File: config.mk
export PLATFORM = sky130hd
export DESIGN_NAME = uart_block_packer
export DESIGN_NICKNAME = d
export VERILOG_FILES = /design/src/rtl/aes_uart_pkg.sv /design/src/rtl/uart_block_packer.sv
export SDC_FILE = /design/constraint.sdc
export NUM_CORES = 1
export LEC_CHECK = 0
export ABC_AREA = 0
export CAP_MARGIN = 20
export CORE_ASPECT_RATIO = 0.7
export CORE_MARGIN = 5
export CORE_UTILIZATION = 35
export DETAILED_ROUTE_END_ITERATION = 12
export MAX_ROUTING_LAYER = met4
export SYNTH_ARGS = -nofsm -noshare
export SYNTH_HDL_FRONTEND = slang
export SYNTH_SLANG_ARGS = --single-unit
export TNS_END_PERCENT = 1
File: constraint.sdc
create_clock -name clk -period 2.7 [get_ports clk]
set_input_delay 0.54 -clock clk [delete_from_list [all_inputs] [get_ports clk]]
set_output_delay 0.54 -clock clk [all_outputs]
set_load 0.01 [all_outputs]
File: src/rtl/aes_uart_pkg.sv
// Shared types for the UART-to-AES front end: block geometry, packer FSM
// states and a byte-lane helper used by the packer.
package aes_uart_pkg;

  localparam int BLOCK_BYTES = 16;

  typedef logic [8*BLOCK_BYTES-1:0] block_t;

  typedef enum logic [1:0] {
    S_EMPTY = 2'd0,
    S_FILL  = 2'd1,
    S_FULL  = 2'd2
  } pack_state_e;

  // Write byte d into lane idx of a block; lane 0 is the most significant byte.
  function automatic block_t put_byte(block_t b, logic [3:0] idx, logic [7:0] d);
    block_t r;
    r = b;
    for (int k = 0; k < BLOCK_BYTES; k++) begin
      if (idx == 4'(k)) r[8*BLOCK_BYTES-1-8*k -: 8] = d;
    end
    return r;
  endfunction

endpackage

File: src/rtl/uart_block_packer.sv
// Packs received UART bytes big-endian into 16-byte blocks for the CTR
// encryptor. A partial block is flushed after TIMEOUT_CYCLES idle clocks.
// One assembly register feeds one output holding register (valid/ready).
module uart_block_packer
  import aes_uart_pkg::*;
#(
  parameter int TIMEOUT_CYCLES = 1000
) (
  input  logic         clk,
  input  logic         reset,
  input  logic [7:0]   rx_data,
  input  logic         rx_valid,
  output logic [127:0] blk_data,
  output logic [4:0]   blk_bytes,
  output logic         blk_valid,
  input  logic         blk_ready,
  output logic         overrun,
  input  logic         clr_err
);

  localparam int            TW  = 20;
  localparam logic [TW-1:0] TMO = TW'(TIMEOUT_CYCLES);

  pack_state_e   state_q, state_d;
  logic [4:0]    cnt_q, cnt_d;
  block_t        asm_q, asm_d;
  logic [TW-1:0] tmr_q, tmr_d;
  block_t        out_data_q, out_data_d;
  logic [4:0]    out_bytes_q, out_bytes_d;
  logic          out_vld_q, out_vld_d;
  logic          ovr_q, ovr_d;

  logic          out_free;
  logic [TW-1:0] tmr_inc;

  // Next-state: byte acceptance, full-block transfer, timeout flush, overrun.
  always_comb begin
    state_d     = state_q;
    cnt_d       = cnt_q;
    asm_d       = asm_q;
    tmr_d       = tmr_q;
    out_data_d  = out_data_q;
    out_bytes_d = out_bytes_q;
    out_vld_d   = out_vld_q;
    ovr_d       = ovr_q;

    // Holding register can take a new block if empty or being drained now.
    out_free = !out_vld_q || blk_ready;
    tmr_inc  = (tmr_q == TMO) ? tmr_q : tmr_q + TW'(1);

    if (out_vld_q && blk_ready) out_vld_d = 1'b0;
    // Clear first so a same-cycle drop below wins.
    if (clr_err) ovr_d = 1'b0;

    case (state_q)
      S_EMPTY: begin
        if (rx_valid) begin
          asm_d   = put_byte('0, 4'd0, rx_data);
          cnt_d   = 5'd1;
          tmr_d   = '0;
          state_d = S_FILL;
        end
      end

      S_FILL: begin
        if (rx_valid) begin
          // A new byte always wins over a pending flush and restarts the timer.
          asm_d = put_byte(asm_q, cnt_q[3:0], rx_data);
          cnt_d = cnt_q + 5'd1;
          tmr_d = '0;
          if (cnt_q == 5'd15) state_d = S_FULL;
        end else begin
          tmr_d = tmr_inc;
          // Saturated timer keeps the flush pending until the output frees up.
          if (tmr_inc == TMO && out_free) begin
            out_data_d  = asm_q;
            out_bytes_d = cnt_q;
            out_vld_d   = 1'b1;
            asm_d       = '0;
            cnt_d       = '0;
            tmr_d       = '0;
            state_d     = S_EMPTY;
          end
        end
      end

      S_FULL: begin
        tmr_d = '0;
        if (out_free) begin
          out_data_d  = asm_q;
          out_bytes_d = 5'd16;
          out_vld_d   = 1'b1;
          if (rx_valid) begin
            // Coincident byte starts the next block in the emptied register.
            asm_d   = put_byte('0, 4'd0, rx_data);
            cnt_d   = 5'd1;
            state_d = S_FILL;
          end else begin
            asm_d   = '0;
            cnt_d   = '0;
            state_d = S_EMPTY;
          end
        end else if (rx_valid) begin
          ovr_d = 1'b1;
        end
      end

      default: begin
        asm_d   = '0;
        cnt_d   = '0;
        tmr_d   = '0;
        state_d = S_EMPTY;
      end
    endcase
  end

  // State registers; reset discards any partial or held block.
  always_ff @(posedge clk or negedge reset) begin
    if (!reset) begin
      state_q     <= S_EMPTY;
      cnt_q       <= '0;
      asm_q       <= '0;
      tmr_q       <= '0;
      out_data_q  <= '0;
      out_bytes_q <= '0;
      out_vld_q   <= 1'b0;
      ovr_q       <= 1'b0;
    end else begin
      state_q     <= state_d;
      cnt_q       <= cnt_d;
      asm_q       <= asm_d;
      tmr_q       <= tmr_d;
      out_data_q  <= out_data_d;
      out_bytes_q <= out_bytes_d;
      out_vld_q   <= out_vld_d;
      ovr_q       <= ovr_d;
    end
  end

  assign blk_data  = out_data_q;
  assign blk_bytes = out_bytes_q;
  assign blk_valid = out_vld_q;
  assign overrun   = ovr_q;

endmodule

# Yosys cells after proc, flatten, opt, wreduce, memory -nomap -nowiden

Cells that the tools add are included.

Register bits: 290
Bits in latches: 0
RAM bits: 0
Bits in read-only memories: 0
Output and inout port bits: 135
Word-level logic and storage cells: 150
Memories kept: 0

Add/subtract/negate cells: 2
$mul: 0
Div/mod/pow operators: 0
$lt $le $gt $ge: 0
Eq/ne operators: 42
Shift-type cells: 0
Multiplexer cells: 57
Bitwise operators: 0
Reductions and logical operators: 26

Operators by type and width:

| operator                                                          | number |
|---|---|
| 128-bit two-way mux                                               | 8 |
| 128-bit one-hot mux with 3 select lines                           | 1 |
| 128-bit one-hot mux with 2 select lines                           | 1 |
| 8-bit two-way mux                                                 | 16 |
| 20-bit two-way mux                                                | 4 |
| 4-bit AND reduction                                               | 18 |
| 3-bit != test, second input constant                              | 18 |
| 20-bit by 10-bit == test with 1-bit output, second input constant | 2 |
| 20-bit one-hot mux with 2 select lines                            | 1 |
| 5-bit two-way mux                                                 | 7 |
| 4-bit == test, second input constant                              | 8 |
| 20-bit by 1-bit adder with 20-bit output, second input constant   | 1 |
| 4-bit by 3-bit == test with 1-bit output, second input constant   | 4 |
| 5-bit one-hot mux with 3 select lines                             | 1 |
| 1-bit two-way mux                                                 | 10 |
| 2-bit two-way mux                                                 | 5 |
| 5-bit one-hot mux with 2 select lines                             | 1 |
| 4-bit by 2-bit == test with 1-bit output, second input constant   | 2 |
| 2-bit != test, second input constant                              | 4 |
| 2-bit one-hot mux with 3 select lines                             | 1 |
| 5-bit by 1-bit adder with 5-bit output, second input constant     | 1 |
| 5-bit by 4-bit == test with 1-bit output, second input constant   | 1 |
| 4-bit by 1-bit == test with 1-bit output, second input constant   | 1 |
| 4-bit zero test                                                   | 1 |
| other kinds (9)                                                   | 10 |

# Longest topological paths before layout

Depth in word-level cells: 7
Depth in mapped cells: 13

# Worst setup path after synthesis

No wires, ideal clock.

Kind: reg-to-reg
Start: register tmr_q[1]
End: register asm_q[15]
Library setup time: 0.151 ns
Arrival time: 2.697 ns
Required time: 2.549 ns
Setup slack: -0.148 ns
Cell stages (with the launch flop): 12
Buffers on the path: 3
Period minus slack after synthesis: 2.848 ns
Cells stage by stage: dfrtp_1 -> ha_1 -> nand3_2 -> or4_1 -> or3_1 -> and3_1 -> and4_1 -> buf_6 -> nor2_1 -> buf_4 -> buf_2 -> o32ai_1

Word-level cells in the longest chain between the ends: 6
Elaborated cells between the ends (all ways): 7

Ends and longest elaborated chain:

| item                                                                                                          | line                     | source |
|---|---|---|
| start, declared                                                                                               | uart_block_packer.sv:27  | `logic [TW-1:0] tmr_q, tmr_d;` |
| start signal, assigned                                                                                        | uart_block_packer.sv:132 | `tmr_q <= tmr_d;` |
| 20-bit by 1-bit adder with 20-bit output / 20-bit by 10-bit == test with 1-bit output (equally long branches) | uart_block_packer.sv:49  | `tmr_inc = (tmr_q == TMO) ? tmr_q : tmr_q + TW'(1);` |
| 20-bit two-way mux (*)                                                                                        | uart_block_packer.sv:49  |  |
| 20-bit by 10-bit == test with 1-bit output (*)                                                                | uart_block_packer.sv:75  | `if (tmr_inc == TMO && out_free) begin` |
| 1-bit logical AND (*)                                                                                         | uart_block_packer.sv:75  |  |
| 3-bit != test (no line) (*)                                                                                   | --                       |  |
| 4-bit AND reduction (no line) (*)                                                                             | --                       |  |
| end signal, assigned                                                                                          | uart_block_packer.sv:131 | `asm_q <= asm_d;` |
| end, declared                                                                                                 | uart_block_packer.sv:26  | `block_t asm_q, asm_d;` |

Mark *: on every way between the ends. The rest lies on a longest branch, timed or not.
A chain may end at the register's enable or synchronous reset.

# Final worst setup path

Start: register tmr_q[1]
End: register out_data_q[24] (netlist: blk_data[24])

Word-level cells in the longest chain between the ends: 6
Elaborated cells between the ends (all ways): 7

Ends and longest elaborated chain:

| item                                                                                                          | line                     | source |
|---|---|---|
| 20-bit by 1-bit adder with 20-bit output / 20-bit by 10-bit == test with 1-bit output (equally long branches) | uart_block_packer.sv:49  |  |
| 20-bit two-way mux (*)                                                                                        | uart_block_packer.sv:49  |  |
| 20-bit by 10-bit == test with 1-bit output (*)                                                                | uart_block_packer.sv:75  |  |
| 1-bit logical AND (*)                                                                                         | uart_block_packer.sv:75  |  |
| 2-bit != test (no line) (*)                                                                                   | --                       |  |
| 4-bit AND reduction (no line) (*)                                                                             | --                       |  |
| end signal, assigned                                                                                          | uart_block_packer.sv:133 | `out_data_q <= out_data_d;` |
| end, declared                                                                                                 | uart_block_packer.sv:28  | `block_t out_data_q, out_data_d;` |

Marked as above.

==> out/metrics.yaml <==
power_density_nw_per_um2: 693
area_delta_synth_final_pct: 30.4
synth_warnings: 0
final_util: 0.462
synth_edf_count: 0
pre_cts_slack_ps: -355
crit_chain: "buf_6, nand4_4, nor4_4, buf_4, a211o_4, a211o_4, or3_4, bufbuf_16, buf_12, o211ai_1, nand3_1"
maxCapViolCount: 0
rows: 66
yosysTopAreaCell: "dfrtp_1"
grt_use_met3: 0.0445
max_freq_ghz: 0.349
worst_slack_ps: -162
antenna_cells: 0
initial_core_util: 0.354
fp.dieArea_um2: 51400
grt_max_degree: 129
ys_seq_area_frac: 0.442
remaining_drc_errors: 0
nets: 1936
crit_slowest_cell: "dfrtp_2"
wire_per_inst_um: 23.3
firstDrtPassIters: 5
peakVddDrop_uv: 521
met2_usage: 0.333
synth_nets: 1715
synth_cells: 1691
crit_path_max_incr_delay_ps: 440
ys.flop_type: "dfrtp_1"
grt_pass1_wl_mm: 93.2
die_h_um: 191
tritoncts: "done"
multi_input_area_um2: 8430
cts_buffers: 30
status: "finished with violations"
portBuffers: 147
antenna_left: 0
placed_cells: 2469
clockBufferDepth: 3
hold_viol: 0
ys_seq_elements: 290
min_path_type: "reg -> reg"
dp_hpwl_mm: 38.3
gr-usage-met1: 0.344
layout_commonest_cell: "dfrtp_1"
critPathMaxFanout: 17
ff2ff_path_depth: 11
clock_latency_ps: 590
synthArstFlopShare: 1.00
hold_depth: 2
routabilityCongestion: 0.903
grt_usage: 0.232
drive_gt1_frac: 0.223
fillers: 4314
seq_area_um2: 7260
power_leakage_nw: 8.38
crit_type: "reg -> reg"
violations: "negative setup slack"
period_minus_slack_ps: 2860
vias: 15792
avgSynthCellArea_um2: 9.71
synthTopCellsByArea: "dfrtp_1 44%, o211ai_2 6.9%, a22o_1 6.0%"
busiest_layer: "met1"
drtIter0Drc: 1697
clkSinkCount: 290
worstMarginPinSlew_ps: 952
pin_count: 148
relSlewSlack: 0.366
htree_levels: 1
fin_skew_ps: 25.0
stdcell_count: 2546
fin_crit_sh: 1.06
antenna_found_initial: 0
synth_area_um2: 16400
viasPerCell: 6.20
cts_root_buf: "clkbuf_16"
synth.distinct_cells: 65
coreArea_um2: 46400
die_w_um: 269
tns_ps: -15490
layout_common_cells: "284 x dfrtp_1, 155 x nand2_1, 154 x buf_4"
crit_path_end_kind: "register"
arrival_ps: 3310
grt_overflow: 0
routed_wl_mm: 59.3
clkTransAtPathRegs_ps: 70
grt_setup_unrepaired: "true"
critPathLaunchType: "register"
grt_pass1_vias: 15264
critPathRequiredTime_ps: 3150
yosysTopAreaCellShare: 0.442
cpMostUsedCell: "a211o_4"
hold_slack_ps: 509
drv_slew: 0
setup_violations: 235
## worst paths after layout
check                          from      endpoint  slack (ps)
max in group asynchronous     reset     asm_q[75]        1320
min in group asynchronous     reset  blk_data[71]         520
setup reg to reg           tmr_q[1]  blk_data[24]        -160
hold reg to reg            cnt_q[4]      cnt_q[4]         510
setup / recovery           tmr_q[1]  blk_data[24]        -160
hold / removal             cnt_q[4]      cnt_q[4]         510
## layer usage
layer | wire, µm | part of all wire
met1 | 27300 | 0.46
met2 | 26400 | 0.44
met5 | 0 | 0
met3 | 4650 | 0.078
met4 | 1030 | 0.017
## synthesized netlist by cell type, types with 3 or more instances
cell type / count
nand2b_1: 19
nand3_1: 143
ha_1: 11
nor2_1: 29
nor2b_1: 10
nand2_1: 158
and3_1: 8
and2_1: 3
buf_6: 13
o31ai_1: 4
nand4_1: 137
inv_1: 31
nor3_1: 9
o211ai_1: 41
nor4_4: 18
nor4_1: 7
buf_1: 15
o211ai_2: 91
o21ai_1: 3
a21oi_1: 150
a32o_1: 9
buf_4: 19
o2bb2ai_1: 5
dfrtp_1: 290
o41ai_1: 11
a22o_1: 112
a2bb2oi_1: 3
o32ai_1: 46
buf_2: 11
o22ai_1: 61
clkbuf_1: 114
o21ai_0: 46
a31oi_1: 8
a22oi_1: 15
## layout make-up
class,instances,area share
clock inverters,13,0.00899
multi-input cells,1195,0.393
flip-flops and latches,290,0.339
inverters,31,0.00543
well taps,612,0.0357
clock buffers,41,0.0403
repair buffers,364,0.177
## worst max-delay path: cells and delay by family (launching register included)
family | cells | cell delay [ps]
AO/OA/AOI/OAI | 3 | 850
buffers and inverters | 4 | 750
AND/OR/NAND/NOR | 4 | 670
flip-flops | 1 | 440
## power by group
part	total [mW]	leakage (nW)	switching, mW	internal [mW]
Clock	4.59	0.522	1.89	2.70
Sequential	5.73	3.31	0.699	5.03
Combinational	4.54	4.55	2.72	1.82
## through the flow
| step | cell area, µm² | power, mW |
|---|---|---|
| finish | 21400 | 14.9 |
| floorplan | 16500 | 8.27 |
| global placement | 19800 | 10.0 |
| CTS | 21300 | 14.8 |
| global route | 21400 | 15.6 |
| detailed placement | 19800 | 10.1 |
## logic make-up after synthesis
| family | synth area share |
|---|---|
| flops | 0.442 |
| xor+xnor | 0.00160 |
| mux | 0.00198 |
| simple gates | 0.194 |
| buf+inv | 0.0609 |
| compound gates | 0.292 |
| fa+ha+maj | 0.00838 |
## sequential cells by signal, summed over array words and instances, names as in the netlist
signal	cells
asm_q	128
blk_data	128
tmr_q	20
blk_bytes	5
cnt_q	5
state_q	2
blk_valid	1
overrun	1
## what timing repair did
action                                  in CTS  in global routing
pin swaps                                   32                 33
endpoints found under the setup margin     285                285
setup buffers                               17                  3
hold endpoints to repair                    54                  0
gates resized for setup                     35                 32
hold buffers                                 1                  0
cloned                                       2                  0
Power figures use the tool's default switching activity.
